--- config.mk ---
export PLATFORM = sky130hd
export DESIGN_NAME = shift_sequencer
export DESIGN_NICKNAME = d
export VERILOG_FILES = /design/src/rtl/shift_seq_pkg.sv /design/src/rtl/shift_step_counter.sv /design/src/rtl/shift_sequencer.sv
export SDC_FILE = /design/constraint.sdc
export NUM_CORES = 1
export LEC_CHECK = 0
export CAP_MARGIN = 15
export CORE_MARGIN = 2
export CORE_UTILIZATION = 40
export CTS_BUF_LIST = sky130_fd_sc_hd__clkbuf_16
export CTS_CLUSTER_DIAMETER = 120
export CTS_CLUSTER_SIZE = 25
export DETAILED_ROUTE_END_ITERATION = 10
export GPL_TIMING_DRIVEN = 0
export PLACE_DENSITY = 0.71
export SLEW_MARGIN = 20
export SYNTH_ARGS = -nofsm -noshare
export SYNTH_HDL_FRONTEND = slang
export SYNTH_SLANG_ARGS = --single-unit
--- constraint.sdc ---
create_clock -name clk -period 2.75 [get_ports clk]
set_clock_uncertainty 0.05 [all_clocks]
set_input_delay 0.6875 -clock clk [delete_from_list [all_inputs] [get_ports clk]]
set_output_delay 0.6875 -clock clk [all_outputs]
set_load 0.02 [all_outputs]
--- src/rtl/shift_seq_pkg.sv ---
// shift_seq_pkg: shared types and constants for the shift sequencer slice.
//   op_t    : command opcodes carried on cmd_op
//   state_t : sequencer FSM states
//   S_*     : mode-select codes driven on s toward the universal shift register
package shift_seq_pkg;

  typedef enum logic [1:0] {
    OP_LOAD = 2'b00,
    OP_SHR  = 2'b01,
    OP_SHL  = 2'b10,
    OP_ROTR = 2'b11
  } op_t;

  typedef enum logic [1:0] {
    IDLE  = 2'b00,
    LOAD  = 2'b01,
    SHIFT = 2'b10,
    DONE  = 2'b11
  } state_t;

  localparam logic [1:0] S_HOLD = 2'b00;
  localparam logic [1:0] S_SHR  = 2'b01;
  localparam logic [1:0] S_SHL  = 2'b10;
  localparam logic [1:0] S_LOAD = 2'b11;

endpackage

--- src/rtl/shift_step_counter.sv ---
// shift_step_counter: loadable down counter for the number of remaining
// shift steps.
//   clk      in  clock
//   clr      in  asynchronous active-low reset
//   load     in  load load_val into the counter (wins over dec)
//   load_val in  CNT_W step count
//   dec      in  decrement by one (saturates at zero)
//   count    out current remaining steps
//   last     out high when count == 1, i.e. this is the final step
module shift_step_counter #(
  parameter int CNT_W = 3
) (
  input  logic             clk,
  input  logic             clr,
  input  logic             load,
  input  logic [CNT_W-1:0] load_val,
  input  logic             dec,
  output logic [CNT_W-1:0] count,
  output logic             last
);

  localparam logic [CNT_W-1:0] ONE = CNT_W'(1);

  always_ff @(posedge clk or negedge clr) begin
    if (!clr) begin
      count <= '0;
    end else if (load) begin
      count <= load_val;
    end else if (dec && (count != '0)) begin
      count <= count - ONE;
    end
  end

  assign last = (count == ONE);

endmodule

--- src/rtl/shift_sequencer.sv ---
// shift_sequencer: turns one accepted command (LOAD / SHR / SHL / ROTR by N)
// into the per-cycle s/i/sr/sl drive of a universal shift register whose
// output is fed back on q.
//   clk        in  clock
//   clr        in  asynchronous active-low reset
//   cmd_valid  in  command present
//   cmd_ready  out command can be accepted (state == IDLE)
//   cmd_op     in  opcode (op_t)
//   cmd_data   in  LOAD word
//   cmd_fill   in  serial fill bit for SHR/SHL
//   cmd_count  in  number of shift steps
//   q          in  current register contents
//   s          out register mode select
//   i          out register parallel-load data
//   sr, sl     out register serial inputs
//   busy       out high whenever not IDLE
//   done       out one-cycle completion pulse
//   state_dbg  out current FSM state, for observation only
//
// Handshake: a command transfers on the rising edge where cmd_valid and
// cmd_ready are both high; op/data/fill/count are captured at that edge.
// While cmd_ready is low cmd_valid is ignored and nothing is queued, so the
// master must hold the command until it is taken.
module shift_sequencer
  import shift_seq_pkg::*;
#(
  parameter int WIDTH = 4,
  parameter int CNT_W = 3
) (
  input  logic             clk,
  input  logic             clr,
  input  logic             cmd_valid,
  output logic             cmd_ready,
  input  logic [1:0]       cmd_op,
  input  logic [WIDTH-1:0] cmd_data,
  input  logic             cmd_fill,
  input  logic [CNT_W-1:0] cmd_count,
  input  logic [WIDTH-1:0] q,
  output logic [1:0]       s,
  output logic [WIDTH-1:0] i,
  output logic             sr,
  output logic             sl,
  output logic             busy,
  output logic             done,
  output logic [1:0]       state_dbg
);

  state_t           state;
  op_t              op_in;
  logic             accept;
  logic             cnt_load;
  logic             cnt_last;
  logic [CNT_W-1:0] cnt_value;
  logic             rot_r;
  logic             sr_r;

  assign op_in    = op_t'(cmd_op);
  assign accept   = cmd_valid && (state == IDLE);
  assign cnt_load = accept && (op_in != OP_LOAD) && (cmd_count != '0);

  shift_step_counter #(.CNT_W(CNT_W)) u_step_counter (
    .clk      (clk),
    .clr      (clr),
    .load     (cnt_load),
    .load_val (cmd_count),
    .dec      (state == SHIFT),
    .count    (cnt_value),
    .last     (cnt_last)
  );

  // Outputs are registered alongside the state transition, so each one is
  // already valid for the whole cycle spent in the new state.
  always_ff @(posedge clk or negedge clr) begin
    if (!clr) begin
      state <= IDLE;
      s     <= S_HOLD;
      i     <= '0;
      sr_r  <= 1'b0;
      sl    <= 1'b0;
      rot_r <= 1'b0;
      done  <= 1'b0;
    end else begin
      case (state)
        IDLE: begin
          if (cmd_valid) begin
            if (op_in == OP_LOAD) begin
              state <= LOAD;
              s     <= S_LOAD;
              i     <= cmd_data;
            end else if (cmd_count == '0) begin
              // Nothing to move: report completion straight away.
              state <= DONE;
              done  <= 1'b1;
            end else begin
              state <= SHIFT;
              s     <= (op_in == OP_SHL) ? S_SHL : S_SHR;
              sr_r  <= (op_in == OP_SHR) ? cmd_fill : 1'b0;
              sl    <= (op_in == OP_SHL) ? cmd_fill : 1'b0;
              rot_r <= (op_in == OP_ROTR);
            end
          end
        end
        LOAD: begin
          state <= DONE;
          s     <= S_HOLD;
          i     <= '0;
          done  <= 1'b1;
        end
        SHIFT: begin
          if (cnt_last) begin
            state <= DONE;
            s     <= S_HOLD;
            sr_r  <= 1'b0;
            sl    <= 1'b0;
            rot_r <= 1'b0;
            done  <= 1'b1;
          end
        end
        DONE: begin
          state <= IDLE;
          done  <= 1'b0;
        end
        default: begin
          state <= IDLE;
          s     <= S_HOLD;
          i     <= '0;
          sr_r  <= 1'b0;
          sl    <= 1'b0;
          rot_r <= 1'b0;
          done  <= 1'b0;
        end
      endcase
    end
  end

  // Rotate feeds the register's LSB back into its MSB; this is the only
  // output path that depends combinationally on q.
  assign sr        = rot_r ? q[0] : sr_r;
  assign cmd_ready = (state == IDLE);
  assign busy      = (state != IDLE);
  assign state_dbg = state;

endmodule
==> impl_metrics.env, run 1 <==
export IMPL_h_tree_depth=1
export IMPL_final_seq_area_um2=375
export IMPL_portBuffers=26
export IMPL_cp_required_ns=2.01
export IMPL_drv_cap=0
export IMPL_core_area_mm2=0.00223
export IMPL_die_height_um=52.9
export IMPL_vias_per_cell=4.84
export IMPL_cts_sinks=15
export IMPL_worst_pin_slew_ns=0.655
export IMPL_grt_ovfl_total=0
export IMPL_grt_setup_unrepaired="false"
export IMPL_finalHoldViolations=0
export IMPL_syn2layout_area_growth_pct=39.3
export IMPL_nFillCells=192
export IMPL_diodes=0
export IMPL_firstDrtPassIters=2
export IMPL_synth_area_per_cell_um2=11.2
export IMPL_antenna_found_initial=0
export IMPL_post_drt_wl_per_cell_um=12.4
export IMPL_max_slew_margin_rel_pct=56.2
export IMPL_layout_nets=142
export IMPL_cts_tree="yes"
export IMPL_tns_ns=0
export IMPL_path_clk_slew_ns=0.05
export IMPL_grt_max_degree=16
export IMPL_syn_nets=111
export IMPL_cts_hold_buf=0
export IMPL_io_pins=30
export IMPL_cp_max_fo=1
export IMPL_drc=0
export IMPL_yosysUniqueCellTypes=29
export IMPL_wl_um=1770
export IMPL_netlist_area_um2=955
export IMPL_power_density_mw_per_mm2=1210
export IMPL_post_cts_resized=0
export IMPL_grt_first_pass_wirelength_um=3120
export IMPL_startpoint_type="input port"
export IMPL_p_leak_nw=0.584
export IMPL_grtUsageTotal_pct=15.6
export IMPL_arrival_ns=1.88
export IMPL_ir_worst_vdd_v=0.000713
export IMPL_fin_area_mm2=0.00133
export IMPL_postPlaceCellArea_mm2=0.00125
export IMPL_synth_seq_cells=15
export IMPL_maxSlewViolCount=0
export IMPL_cts_buffer_depth=2
export IMPL_rows=17
export IMPL_vias=692
export IMPL_post_dp_hpwl_um=1400
export IMPL_clk_latency_ns=0.24
export IMPL_antenna_left=0
export IMPL_yosysSeqAreaShare_pct=39.3
export IMPL_die_w_um=52.9
export IMPL_grt_pass1_vias=696
export IMPL_setup_viol=0
export IMPL_fmax_mhz=382
export IMPL_crit_type="in -> out"
export IMPL_finalWorstSetupSlack_ns=0.130
export IMPL_dieArea_mm2=0.00279
export IMPL_critPathCaptureType="output pin"
export IMPL_period_minus_slack_ns=2.62
export IMPL_whs_ns=0.444
export IMPL_drt_iter0_drc=1
export IMPL_cts_setup_buffers=0
export IMPL_multiInputGateArea_um2=547
export IMPL_cts_buffers=3
export IMPL_initial_core_util_pct=42.7
export IMPL_root_buffer="clkbuf_16"
export IMPL_worstHoldPathType="reg -> reg"
export IMPL_place_gp_congestion=0.741
export IMPL_status="complete, no violations"
export IMPL_dp_slack_ns=0.131
export IMPL_drive_gt1_share_pct=16.5
export IMPL_min_period_over_period_pct=95.3
export IMPL_ys_warn_count=0
export IMPL_synth_cells=85
-- cells in the final DEF, fill, tap and decap left out, types with 2 or more instances in the layout --
| cell type | n |
|---|---|
| nand3b_1 | 2 |
| mux2_1 | 3 |
| nand2_1 | 7 |
| clkbuf_16 | 3 |
| clkdlybuf4s50_1 | 26 |
| mux2_2 | 7 |
| inv_1 | 7 |
| nor2b_1 | 5 |
| a21oi_1 | 3 |
| o21ai_0 | 6 |
| dfrtp_1 | 15 |
| nor2_1 | 3 |
| ha_1 | 9 |
-- cell families (layout without fill, tap and decap cells) --
kind of cell               after synthesis  in the layout  synth area share (%)
AOI/OAI and AO/OA                       15             15                  13.0
xor gates and xnor gates                 1              1                 0.918
adders and majority gates                9              9                  11.8
buffers and inverters                    8             38                  3.41
DFF                                     15             15                  39.3
muxes                                   11             11                  12.8
and+or+nand+nor                         26             26                  18.7
-- where the power goes --
part / internal, mW / leakage, nW / switching (mW) / total, mW
Combinational: 0.471 / 0.358 / 0.475 / 0.946
Sequential: 0.330 / 0.185 / 0.0632 / 0.393
Clock: 0.194 / 0.0409 / 0.0830 / 0.277
Total: 0.995 / 0.584 / 0.621 / 1.62
-- final cells by class --
type                       instances  share of cell area, %
clock buffer                       3                   5.64
timing repair buffer              26                   19.6
tap                               28                   2.63
clock inverter                     1                  0.376
multi-input combinational         62                   41.1
sequential                        15                   28.2
inverter                           8                   2.45
-- final timing paths --
path	start	slack, ns	depth (start not counted)	to
max	q[0]	0.13	3	sr
min	sl	0.44	1	sl
max reg2reg	state_dbg[0]	0.84	6	sr_r
min reg2reg	sl	0.44	1	sl
max in group asynchronous	clr	1.43	1	i[2]
min in group asynchronous	clr	0.80	1	sr_r
-- sequential cells by signal (all words and copies together) (netlist names) --
name                  count
i                         4
sr_r                      1
state_dbg                 2
done                      1
sl                        1
u_step_counter.count      3
rot_r                     1
s                         2
-- cell usage after synthesis --
master | number | area share [%]
o211ai_1 | 1 | 0.79
o2111ai_2 | 1 | 1.6
nor3_4 | 1 | 1.7
a2bb2oi_4 | 1 | 2.8
mux2_2 | 7 | 8.3
nor2b_1 | 5 | 3.3
mux2i_1 | 1 | 1.0
dfrtp_1 | 15 | 39
inv_1 | 7 | 2.8
inv_4 | 1 | 0.66
mux2_1 | 3 | 3.5
xnor2_1 | 1 | 0.92
nor3b_1 | 1 | 0.79
nor4b_4 | 1 | 2.5
nand2b_1 | 1 | 0.66
a21oi_1 | 3 | 1.6
o22ai_2 | 1 | 1.3
nor2_1 | 3 | 1.2
o21ai_0 | 6 | 3.1
nand3b_1 | 2 | 1.6
nor3_1 | 1 | 0.52
o221ai_1 | 1 | 0.92
a221oi_1 | 1 | 0.92
ha_1 | 9 | 12
and2_1 | 1 | 0.66
nor4bb_1 | 1 | 1.0
nand2_1 | 7 | 2.8
nand2b_4 | 1 | 1.4
nor2_2 | 1 | 0.66
-- worst max-delay path: stages --
cell and delay (ns):
clkdlybuf4s50_1 0.40, mux2_2 0.26, clkdlybuf4s50_1 0.53
-- per-layer routing --
| metal | part of all wire, % | vias up | track usage [%] |
|---|---|---|---|
| met4 | 0.62 | 0 | 7.26 |
| met1 | 50 | 313 | 21.7 |
| met5 | 0 | - | 0 |
| met2 | 45 | 16 | 22.9 |
| li1 | - | 361 | - |
| met3 | 3.5 | 2 | 3.39 |
-- through the flow --
| step | cells | util, % | power [mW] |
|---|---|---|---|
| 2_1_floorplan | 85 | - | 1.04 |
| 3_3_place_gp | 139 | 56.0 | 1.33 |
| 3_5_place_dp | 139 | 56.0 | 1.35 |
| 4_1_cts | 143 | 59.6 | 1.64 |
| 5_1_grt | 143 | 59.6 | 1.75 |
| 6_report | 143 | 59.6 | 1.62 |
No activity file was read; power rests on OpenSTA's default activity.
==> run 2: changes to the inputs <==
- DONT_BUFFER_PORTS: not set -> 1
- GPL_TIMING_DRIVEN: 0 -> 1
- PLACE_DENSITY: 0.71 -> 0.55
==> run 2 against run 1 <==
Effect of this change: via count decreased by 12%; critical path depth did not move; sequential share of layout area is 6.9 points higher; clock power fell by 1%; core utilization decreased by 12 points; critical path type is now reg -> out; largest power group unchanged; highest routed layer unchanged.
==> impl_metrics.env, run 2 (synthesized netlist as in run 1, its figures left out) <==
export IMPL_status="complete, no violations"
export IMPL_rows=17
export IMPL_cts_sinks=15
export IMPL_die_w_um=52.9
export IMPL_finalWorstSetupSlack_ns=0.616
export IMPL_period_minus_slack_ns=2.13
export IMPL_cts_hold_buf=0
export IMPL_use_met2_pct=21.7
export IMPL_vias=610
export IMPL_nFillCells=220
export IMPL_grt_setup_unrepaired="false"
export IMPL_tns_ns=0
export IMPL_r2r_end="sl"
export IMPL_cts_buffer_depth=2
export IMPL_grt_ovfl_total=0
export IMPL_min_period_over_period_pct=77.6
export IMPL_die_height_um=52.9
export IMPL_rrSetupSlack_ns=0.66
export IMPL_syn2layout_area_growth_pct=11.9
export IMPL_most_common_layout_cells="dfrtp_1, ha_1, inv_1, mux2_2, nand2_1"
export IMPL_post_drt_wl_per_cell_um=14.2
export IMPL_worst_pin_slew_ns=0.384
export IMPL_antenna_found_initial=0
export IMPL_finalHoldViolations=0
export IMPL_clk_latency_ns=0.24
export IMPL_core_area_mm2=0.00223
export IMPL_cts_setup_buffers=0
export IMPL_worstHoldPathType="in -> async"
export IMPL_ir_worst_vdd_v=0.000723
export IMPL_power_mw=1.41
export IMPL_root_buffer="clkbuf_16"
export IMPL_reg2reg_from="state_dbg[0]"
export IMPL_busiest_layer="met2"
export IMPL_setup_viol=0
export IMPL_h_tree_depth=1
export IMPL_drive_gt1_share_pct=20.2
export IMPL_grtUsageTotal_pct=14.5
export IMPL_cp_max_fo=5
export IMPL_drt_iter0_drc=3
export IMPL_stdcell_count=117
export IMPL_startpoint_type="flop"
export IMPL_path_clk_slew_ns=0.05
export IMPL_max_slew_margin_rel_pct=74.4
export IMPL_final_seq_area_um2=375
export IMPL_diodes=0
export IMPL_met3_usage_pct=4.80
export IMPL_critPathCaptureType="output pin"
export IMPL_cts_buffers=3
export IMPL_vias_per_cell=5.21
export IMPL_layout_nets=116
export IMPL_fmax_mhz=469
export IMPL_p_leak_nw=0.485
export IMPL_dieArea_mm2=0.00279
export IMPL_portBuffers=0
export IMPL_firstDrtPassIters=2
export IMPL_drc=0
export IMPL_power_density_mw_per_mm2=1320
export IMPL_reg2reg_depth=6
export IMPL_reg_largest_list="i: 4 flops, u_step_counter.count: 3 flops"
export IMPL_cp_required_ns=2.01
export IMPL_grt_first_pass_wirelength_um=2850
export IMPL_place_gp_congestion=0.776
export IMPL_fin_area_mm2=0.00107
export IMPL_postPlaceCellArea_um2=990
export IMPL_multiInputGateArea_um2=547
export IMPL_crit_type="reg -> out"
export IMPL_grt_use_met1_pct=17.4
export IMPL_place_inst=113
export IMPL_largest_register_ffs=4
export IMPL_regMostFlops="i"
export IMPL_cts_tree="yes"
export IMPL_dp_slack_ns=0.632
export IMPL_finish_utilization_pct=47.8
export IMPL_post_cts_resized=0
export IMPL_arrival_ns=1.40
export IMPL_drv_cap=0
export IMPL_grt_pass1_vias=642
export IMPL_final_common_cell="dfrtp_1"
export IMPL_maxSlewViolCount=0
export IMPL_initial_core_util_pct=42.7
export IMPL_antenna_left=0
export IMPL_grt_max_degree=16
export IMPL_wl_um=1660
export IMPL_io_pins=30
export IMPL_whs_ns=0.0886
export IMPL_post_dp_hpwl_um=1330
-- run 2: area by class of cell --
class	instances	share of cell area, %
Tap cell	28	3.28
Clock inverter	1	0.351
Clock buffer	3	7.03
Inverter	8	3.04
Sequential cell	15	35.1
Multi-Input combinational cell	62	51.2
-- run 2: worst max-delay path by stage --
stage                            start  endpoint  slack, ns
final                     state_dbg[0]      busy       0.62
after CTS                 state_dbg[0]      busy       0.60
after detailed placement  state_dbg[0]        sl       0.63
after floorplan           state_dbg[0]        sl       0.83
after global placement    state_dbg[0]        sl       0.67
after global routing      state_dbg[0]        sl       0.52
-- run 2: worst max-delay path, stage by stage (launching register included) --
cell and delay (ns):
dfrtp_1 0.52, inv_1 0.16, ha_1 0.31, inv_4 0.16
-- run 2: routing by layer --
metal  share of wire (%)  routed length (um)
met2                  46                 773
met5                   0                   0
met3                 8.1                 134
met1                  42                 704
met4                 3.1                  51
-- run 2: report_power, final --
group	switching [mW]	leakage, nW	total, mW	internal (mW)
clock network	0.0815	0.0423	0.273	0.192
registers	0.158	0.185	0.488	0.330
logic	0.342	0.258	0.648	0.307
total	0.581	0.485	1.41	0.828
==> run 3: changes to the inputs <==
- PLACE_DENSITY: 0.55 -> 0.57
- clock period: 2.75 -> 1.9 ns (I/O delays scaled with it)
==> run 3 against run 2 <==
Effect of this change: sequential power grew 36%; clock power grew 45%; sequential share of layout area shrank 1.6 points; sequential cell count is the same; critical endpoint is now cmd_ready; first-iteration DRC count grew 67%; register-to-register slack lost 0.46 ns; combinational power grew 68%; highest routed layer unchanged; largest power group unchanged.
==> impl_metrics.env, run 3 (synthesized netlist as in run 1, its figures left out) <==
export IMPL_cts_buffer_depth=2
export IMPL_cts_tree="yes"
export IMPL_cts_sinks=15
export IMPL_dieArea_mm2=0.00279
export IMPL_r2r_end="sl"
export IMPL_maxSlewViolCount=0
export IMPL_clk_latency_ns=0.24
export IMPL_hold_path_depth=2
export IMPL_setup_viol=0
export IMPL_cts_hold_buf=1
export IMPL_post_dp_hpwl_um=1370
export IMPL_cp_required_ns=1.37
export IMPL_worstHoldPathType="in -> reg"
export IMPL_grtUsageTotal_pct=15.3
export IMPL_most_common_layout_cells="dfrtp_1, ha_1, inv_1, mux2_2, nand2_1"
export IMPL_wl_um=1730
export IMPL_min_period_over_period_pct=92.1
export IMPL_firstDrtPassIters=2
export IMPL_drc=0
export IMPL_finalWorstSetupSlack_ns=0.150
export IMPL_cp_max_fo=7
export IMPL_p_leak_nw=0.518
export IMPL_die_w_um=52.9
export IMPL_post_cts_resized=0
export IMPL_antenna_left=0
export IMPL_drive_gt1_share_pct=26.0
export IMPL_finalHoldViolations=0
export IMPL_drt_iter0_drc=5
export IMPL_rrSetupSlack_ns=0.20
export IMPL_cts_setup_buffers=0
export IMPL_grt_max_degree=16
export IMPL_power_density_mw_per_mm2=1910
export IMPL_grt_setup_unrepaired="false"
export IMPL_regMostFlops="i"
export IMPL_vias=621
export IMPL_critPathCaptureType="output pin"
export IMPL_max_slew_margin_rel_pct=54.1
export IMPL_reg_largest_list="i: 4 flops, u_step_counter.count: 3 flops"
export IMPL_largest_register_ffs=4
export IMPL_drv_cap=0
export IMPL_status="complete, no violations"
export IMPL_place_gp_congestion=0.779
export IMPL_dp_slack_ns=0.184
export IMPL_rows=17
export IMPL_antenna_found_initial=0
export IMPL_h_tree_depth=1
export IMPL_diodes=0
export IMPL_tns_ns=0
export IMPL_arrival_ns=1.22
export IMPL_period_minus_slack_ns=1.75
export IMPL_crit_type="reg -> out"
export IMPL_root_buffer="clkbuf_16"
export IMPL_nFillCells=205
export IMPL_syn2layout_area_growth_pct=17.8
export IMPL_post_drt_wl_per_cell_um=13.9
export IMPL_grt_first_pass_wirelength_um=3080
export IMPL_fmax_mhz=572
export IMPL_min_delay_start="cmd_count[1]"
export IMPL_final_common_cell="dfrtp_1"
export IMPL_path_clk_slew_ns=0.04
export IMPL_portBuffers=0
export IMPL_io_pins=30
export IMPL_min_to="u_step_counter.count[1]"
export IMPL_initial_core_util_pct=42.7
export IMPL_layout_nets=123
export IMPL_ir_worst_vdd_v=0.000923
export IMPL_core_area_mm2=0.00223
export IMPL_reg2reg_depth=6
export IMPL_reg2reg_from="state_dbg[1]"
export IMPL_startpoint_type="flop"
export IMPL_vias_per_cell=5.01
export IMPL_grt_ovfl_total=0
export IMPL_grt_pass1_vias=695
export IMPL_cts_buffers=3
export IMPL_worst_pin_slew_ns=0.687
export IMPL_die_height_um=52.9
-- run 3: cell types whose count changed in the layout (fill, tap and decap cells not counted) --
cell	previous run	this run
dfrtp_2	0	1
dlygate4sd3_1	0	1
dfrtp_1	15	14
buf_4	0	6
-- run 3: cell type report --
| class | count | area [um2] | share of cell area [%] |
|---|---|---|---|
| Tap cell | 28 | 35.0 | 3.11 |
| Sequential cell | 15 | 377 | 33.5 |
| Clock buffer | 3 | 75.1 | 6.67 |
| Timing Repair Buffer | 7 | 55.1 | 4.89 |
| Multi-Input combinational cell | 62 | 547 | 48.6 |
| Clock inverter | 1 | 3.75 | 0.334 |
| Inverter | 8 | 32.5 | 2.89 |
-- run 3: how the worst max path moves through the flow --
stage	endpoint	startpoint	slack, ns	cells past startpoint
2_1_floorplan	sl	state_dbg[1]	0.01	6
3_3_place_gp	sl	state_dbg[0]	0.19	5
3_5_place_dp	sl	state_dbg[0]	0.18	5
4_1_cts	cmd_ready	state_dbg[0]	0.14	3
5_1_grt	cmd_ready	state_dbg[1]	0.06	3
6_report	cmd_ready	state_dbg[0]	0.15	3
-- run 3: critical path, cell delays in order (launching register included) --
cell	delay (ns)
dfrtp_2	0.39
inv_1	0.11
ha_1	0.29
buf_4	0.19
-- run 3: metrics by stage --
stage | util [%] | power [mW] | area (um2) | hold WS (ns) | cells
floorplan | - | 1.50 | 956 | 0.129 | 85
global placement | 46.4 | 1.74 | 1040 | 0.130 | 119
detailed placement | 46.4 | 1.77 | 1040 | 0.130 | 119
CTS | 50.4 | 2.19 | 1120 | 0.300 | 124
global route | 50.4 | 2.33 | 1120 | 0.320 | 124
finish | 50.4 | 2.15 | 1120 | 0.303 | 124
-- run 3: report_power, final --
part / total [mW] / internal, mW / switching, mW / leakage [nW]
clock: 0.397 / 0.278 / 0.120 / 0.0423
sequential: 0.662 / 0.480 / 0.183 / 0.184
combinational: 1.09 / 0.524 / 0.563 / 0.291
total: 2.15 / 1.28 / 0.865 / 0.518
-- run 3: routing by layer --
| metal | vias up | track usage [%] | share of wire [%] |
|---|---|---|---|
| met2 | 12 | 25.6 | 50 |
| li1 | 317 | - | - |
| met1 | 287 | 18.4 | 42 |
| met3 | 5 | 3.95 | 5.9 |
| met5 | - | 0 | 0 |
| met4 | 0 | 6.41 | 1.4 |
